[src/rtl/sm3_msg_pad.sv]
// SM3 message padder: packs 32-bit words into 512-bit blocks, appends the 0x80
// marker and 64-bit bit length, and sequences the compression core per block.
module sm3_msg_pad #(
  parameter logic [255:0] IV = 256'h7380166f4914b2b9172442d7da8a0600a96f30bc163138aae38dee4db0fb0e4e
) (
  input  logic         i_clk,
  input  logic         i_rst,
  input  logic         i_valid,
  input  logic [31:0]  i_data,
  input  logic         i_last,
  input  logic [2:0]   i_nbytes,
  output logic         o_ready,
  output logic         o_core_start,
  output logic [511:0] o_core_data,
  output logic [255:0] o_core_vin,
  input  logic [255:0] i_core_vout,
  input  logic         i_core_done,
  output logic [255:0] o_hash,
  output logic         o_hash_valid
);

  localparam logic [2:0] S_FILL  = 3'd0;
  localparam logic [2:0] S_PAD   = 3'd1;
  localparam logic [2:0] S_START = 3'd2;
  localparam logic [2:0] S_WAIT  = 3'd3;
  localparam logic [2:0] S_DONE  = 3'd4;

  localparam logic [31:0] MARK_WORD = 32'h8000_0000;

  logic [2:0]         r_state;
  logic [0:15][31:0]  r_blk;        // index 0 is W0, lands in [511:480]
  logic [4:0]         r_wcnt;
  logic [63:0]        r_bytes;
  logic [255:0]       r_h;
  logic               r_final;      // current block carries the length
  logic               r_pend_len;   // one more length-only block is needed
  logic               r_need_mark;  // 0x80 word still has to be placed

  logic [2:0]  w_nb;
  logic [31:0] w_last_word;
  logic [63:0] w_bitlen;

  assign w_nb     = (i_nbytes > 3'd4) ? 3'd4 : i_nbytes;
  assign w_bitlen = r_bytes << 3;

  // NOTE: give every always_comb output a default first so no path infers a latch.
  always_comb begin
    w_last_word = i_data;
    case (w_nb)
      3'd0:    w_last_word = MARK_WORD;
      3'd1:    w_last_word = {i_data[31:24], 8'h80, 16'h0000};
      3'd2:    w_last_word = {i_data[31:16], 8'h80, 8'h00};
      3'd3:    w_last_word = {i_data[31:8], 8'h80};
      default: w_last_word = i_data;
    endcase
  end

  // NOTE: sequential state uses non-blocking assignments only, so every register
  // samples pre-edge values regardless of statement order.
  always_ff @(posedge i_clk) begin
    if (i_rst) begin
      r_state     <= S_FILL;
      // NOTE: the block buffer is flops, not RAM, so it is cleared like any
      // other register and o_core_data reads zero after reset.
      r_blk       <= '0;
      r_wcnt      <= '0;
      r_bytes     <= '0;
      r_h         <= IV;
      r_final     <= 1'b0;
      r_pend_len  <= 1'b0;
      r_need_mark <= 1'b0;
    end else begin
      case (r_state)
        S_FILL: begin
          if (i_valid) begin
            r_wcnt <= r_wcnt + 5'd1;
            if (i_last) begin
              r_blk[r_wcnt[3:0]] <= w_last_word;
              r_bytes            <= r_bytes + {61'd0, w_nb};
              r_need_mark        <= (w_nb == 3'd4);
              r_state            <= S_PAD;
            end else begin
              r_blk[r_wcnt[3:0]] <= i_data;
              r_bytes            <= r_bytes + 64'd4;
              if (r_wcnt == 5'd15) begin
                r_final    <= 1'b0;
                r_pend_len <= 1'b0;
                r_state    <= S_START;
              end
            end
          end
        end

        S_PAD: begin
          // A marker still pending at word 16 is carried into the length block.
          if (r_wcnt[4]) begin
            r_pend_len <= !r_final;
            r_state    <= S_START;
          end else if (r_need_mark) begin
            r_blk[r_wcnt[3:0]] <= MARK_WORD;
            r_need_mark        <= 1'b0;
            r_wcnt             <= r_wcnt + 5'd1;
          end else if (r_wcnt == 5'd14) begin
            r_blk[14] <= w_bitlen[63:32];
            r_blk[15] <= w_bitlen[31:0];
            r_wcnt    <= 5'd16;
            r_final   <= 1'b1;
          end else begin
            r_blk[r_wcnt[3:0]] <= '0;
            r_wcnt             <= r_wcnt + 5'd1;
          end
        end

        S_START: r_state <= S_WAIT;

        S_WAIT: begin
          if (i_core_done) begin
            r_h <= i_core_vout;
            if (r_final) begin
              r_state <= S_DONE;
            end else if (r_pend_len) begin
              r_blk[0] <= r_need_mark ? MARK_WORD : 32'd0;
              for (int i = 1; i < 14; i++) r_blk[i] <= '0;
              r_blk[14]   <= w_bitlen[63:32];
              r_blk[15]   <= w_bitlen[31:0];
              r_final     <= 1'b1;
              r_pend_len  <= 1'b0;
              r_need_mark <= 1'b0;
              r_state     <= S_START;
            end else begin
              r_wcnt  <= '0;
              r_state <= S_FILL;
            end
          end
        end

        S_DONE: begin
          r_h         <= IV;
          r_bytes     <= '0;
          r_wcnt      <= '0;
          r_final     <= 1'b0;
          r_pend_len  <= 1'b0;
          r_need_mark <= 1'b0;
          r_state     <= S_FILL;
        end

        default: r_state <= S_FILL;
      endcase
    end
  end

  assign o_ready      = (r_state == S_FILL);
  assign o_core_start = (r_state == S_START) && !i_rst;
  assign o_hash_valid = (r_state == S_DONE) && !i_rst;
  assign o_hash       = o_hash_valid ? r_h : '0;
  assign o_core_data  = r_blk;
  assign o_core_vin   = r_h;

endmodule

[config.mk]
export PLATFORM = sky130hd
export DESIGN_NAME = sm3_msg_pad
export DESIGN_NICKNAME = d
export VERILOG_FILES = /design/src/rtl/sm3_msg_pad.sv
export SDC_FILE = /design/constraint.sdc
export NUM_CORES = 2
export LEC_CHECK = 0
export CORE_AREA = 4 4 506 508
export DETAILED_ROUTE_END_ITERATION = 10
export DIE_AREA = 0 0 510 512
export PLACE_DENSITY = 0.38
export SLEW_MARGIN = 20
export SYNTH_ARGS = -nofsm -noshare
export SYNTH_HDL_FRONTEND = slang
export SYNTH_SLANG_ARGS = --single-unit
[constraint.sdc]
create_clock -name i_clk -period 7.75 [get_ports i_clk]
set_input_delay 1.55 -clock i_clk [delete_from_list [all_inputs] [get_ports i_clk]]
set_output_delay 1.55 -clock i_clk [all_outputs]
set_load 0.05 [all_outputs]
==> impl_metrics.tcl <==
set metrics [dict create \
    antenna_found_initial 98 \
    syn_nets 4135 \
    yosysWarnings 0 \
    die_h_um 512 \
    synthTopCellsByArea "dfxtp_1 52%, nand3_1 9.0%, nand2_1 7.2%" \
    drv_cap 0 \
    crit_arrival_ps 4010 \
    clockBufferDepth 3 \
    initial_core_util 0.128 \
    drt_iter0_markers 2665 \
    crit_buf_inv 2 \
    maxSlewHeadroom 0.0662 \
    min_path_cells 1 \
    dp_hpwl_um 203000 \
    status "finished, final reports clean" \
    io_pins 1323 \
    path_cells "or3b_2 -> nor2_4 -> buf_12 -> and2_1 -> clkdlybuf4s50_1" \
    synth_edf_count 0 \
    htreeDepth 3 \
    cts_buffers 106 \
    gp_congestion 0.889 \
    synth_compound_area_frac 0.154 \
    dieArea_mm2 0.261 \
    final_hold_viol_count 0 \
    grt_overflow 0 \
    root_buffer "clkbuf_16" \
    hp-class "flip-flop to flip-flop" \
    cp_slowest_stage_delay_ps 810 \
    ys_types 67 \
    drt_wl_total_um 253000 \
    nFillCells 27900 \
    synthFlopType "dfxtp_1" \
    ys_ff_latch 840 \
    io_buffers 1322 \
    ys_seq_area_frac 0.524 \
    num_rows 184 \
    end_kind "primary output" \
    fmax_mhz 180 \
    syn-cell-area_mm2 0.0321 \
    drt_pre_antenna_iters 5 \
    core_mm2 0.251 \
    die_x_um 510 \
    ir_drop_v 0.000159 \
    ff_latch_area_mm2 0.0168 \
    maxSlewViolCount 0 \
    tightest_slew_ps 1400 \
    post_cts_resized 0 \
    synth.top_cell.area_share 0.524 \
    synth_xor_area_frac 0.00573 \
    cp.required_ps 6200 \
    post_drt_via_cell_ratio 4.02 \
    layout_commonest_cell "clkdlybuf4s50_1" \
    synth_mux_area_frac 0.00362 \
    skew_ps 79.2 \
    finalWorstPathRequiredPeriod_ps 5560 \
    grt_pass1_vias 32500 \
    synth_top_family_by_area "simple AND/OR/NAND/NOR gates" \
    critical_path.max_fanout 128 \
    drc 0 \
    grt_pass1_wl_um 323000 \
    hold_buffers 0 \
    clkLatencyLatePin_ps 760 \
    p_total_uw 11100 \
    drive_gt1_frac 0.0588 \
    grt_start_max_net_pins 171 \
    cts.sinks 840 \
    syn_inst 3829 \
    clk_pin_slew_ps 60 \
    vias 33900 \
    whs_ps 462 \
    wl_per_cell_um 30.0 \
    areaGrowthSynthToFinish_pct 63.8 \
    final_cell_mix "1311 x clkdlybuf4s50_1, 840 x dfxtp_1, 612 x nand2_1" \
    cp-start-kind "flip-flop" \
    fin_nets 5272 \
    rsz0062_at_grt "no" \
    multiInputGateArea_mm2 0.0140 \
    critPathTopFamily "simple AND/OR/NAND/NOR gates" \
    avgSynthCellArea_um2 8.39 \
    yosys.area.top_type "dfxtp_1" \
    crit_slowest_cell "clkdlybuf4s50_1" \
    path_class "flip-flop to primary output" \
    synth_fa_ha_area_frac 0.00413 \
    cellPowerDensity_mw_per_mm2 211 \
    track_usage 0.184 \
    power.leakage_uw 0.0178 \
    postCtsSetupBuffers 0 \
    cts_tree "yes" \
    fin_setup_tns_ps 0 \
    synthSimpleGateAreaFrac 0.263 \
    async_flop_share 0 \
    reg2reg_depth 6 \
    cp.depth 5 \
    fin_crit_sh 0.717 \
    setup_viol 0 \
    antenna_left 0 \
]
path summary, 6_finish.rpt:
| kind | from | end | slack (ps) |
|---|---|---|---|
| setup / recovery | r_state[1] | o_hash[26] | 2190 |
| hold / removal | flip-flop | flip-flop | 460 |
| setup reg to reg | r_state[0] | o_core_vin[143] | 3990 |
| hold reg to reg | flip-flop | flip-flop | 460 |
area by class of cell:
class	count	area share
well taps	3348	0.0796
flip-flops and latches	840	0.320
inverters	26	0.00186
clock inverters	29	0.00868
clock buffers	164	0.0609
diodes	30	0.00143
multi-input cells	2606	0.265
repair buffers	1386	0.262
cells by family after synthesis:
logic type / count (synthesis)
multiplexers: 11
AND/OR/NAND/NOR: 1721
AO/OA/AOI/OAI: 843
buffers and inverters: 383
adder cells (fa/ha/maj): 10
flip-flops: 840
XOR/XNOR: 21
stage by stage:
stage	cell area [µm²]	worst slack (ps)	cells	utilization
floorplan	32100	2650	3829	-
global placement	48800	2180	8205	0.194
detailed placement	48800	2210	8205	0.194
CTS	52500	1950	8398	0.209
global route	52500	1970	8404	0.209
finish	52600	2190	8429	0.209
report_power, final:
part           total [µW]  switching [µW]  internal [µW]
Sequential           4540             132           4410
Combinational        1330             925            410
Clock                5230            2150           3070
layer usage:
metal | GRT usage | up-vias | part of all wire
met4 | 0.0817 | 86 | 0.051
met1 | 0.205 | 16200 | 0.38
met5 | 0 | - | 0.0023
li1 | - | 15600 | -
met3 | 0.0690 | 366 | 0.096
met2 | 0.309 | 1565 | 0.47
cells in the mapped netlist, types with 4 or more instances:
master and instances:
or4_1 23, a32o_1 23, a2bb2oi_1 4, or2_2 13, buf_1 46, o21a_1 13, clkbuf_1 285, o21ai_0 411
nor2b_1 9, nand2_1 614, o2bb2ai_1 69, inv_1 26, and2_1 262, ha_1 9, buf_2 25, nand2b_1 8
a32oi_1 17, a21oi_1 220, nand3_1 579, nand4_1 39, or3_1 23, nor3_1 22, mux2i_1 6, a22o_1 6
dfxtp_1 840, nor4_1 18, xor2_1 11, and4_1 5, o211ai_1 5, mux2_2 5, xnor2_1 10, a22oi_1 39
o31ai_1 10, nor2_1 61, and3_1 27
No activity file was read; power rests on OpenSTA's default activity.
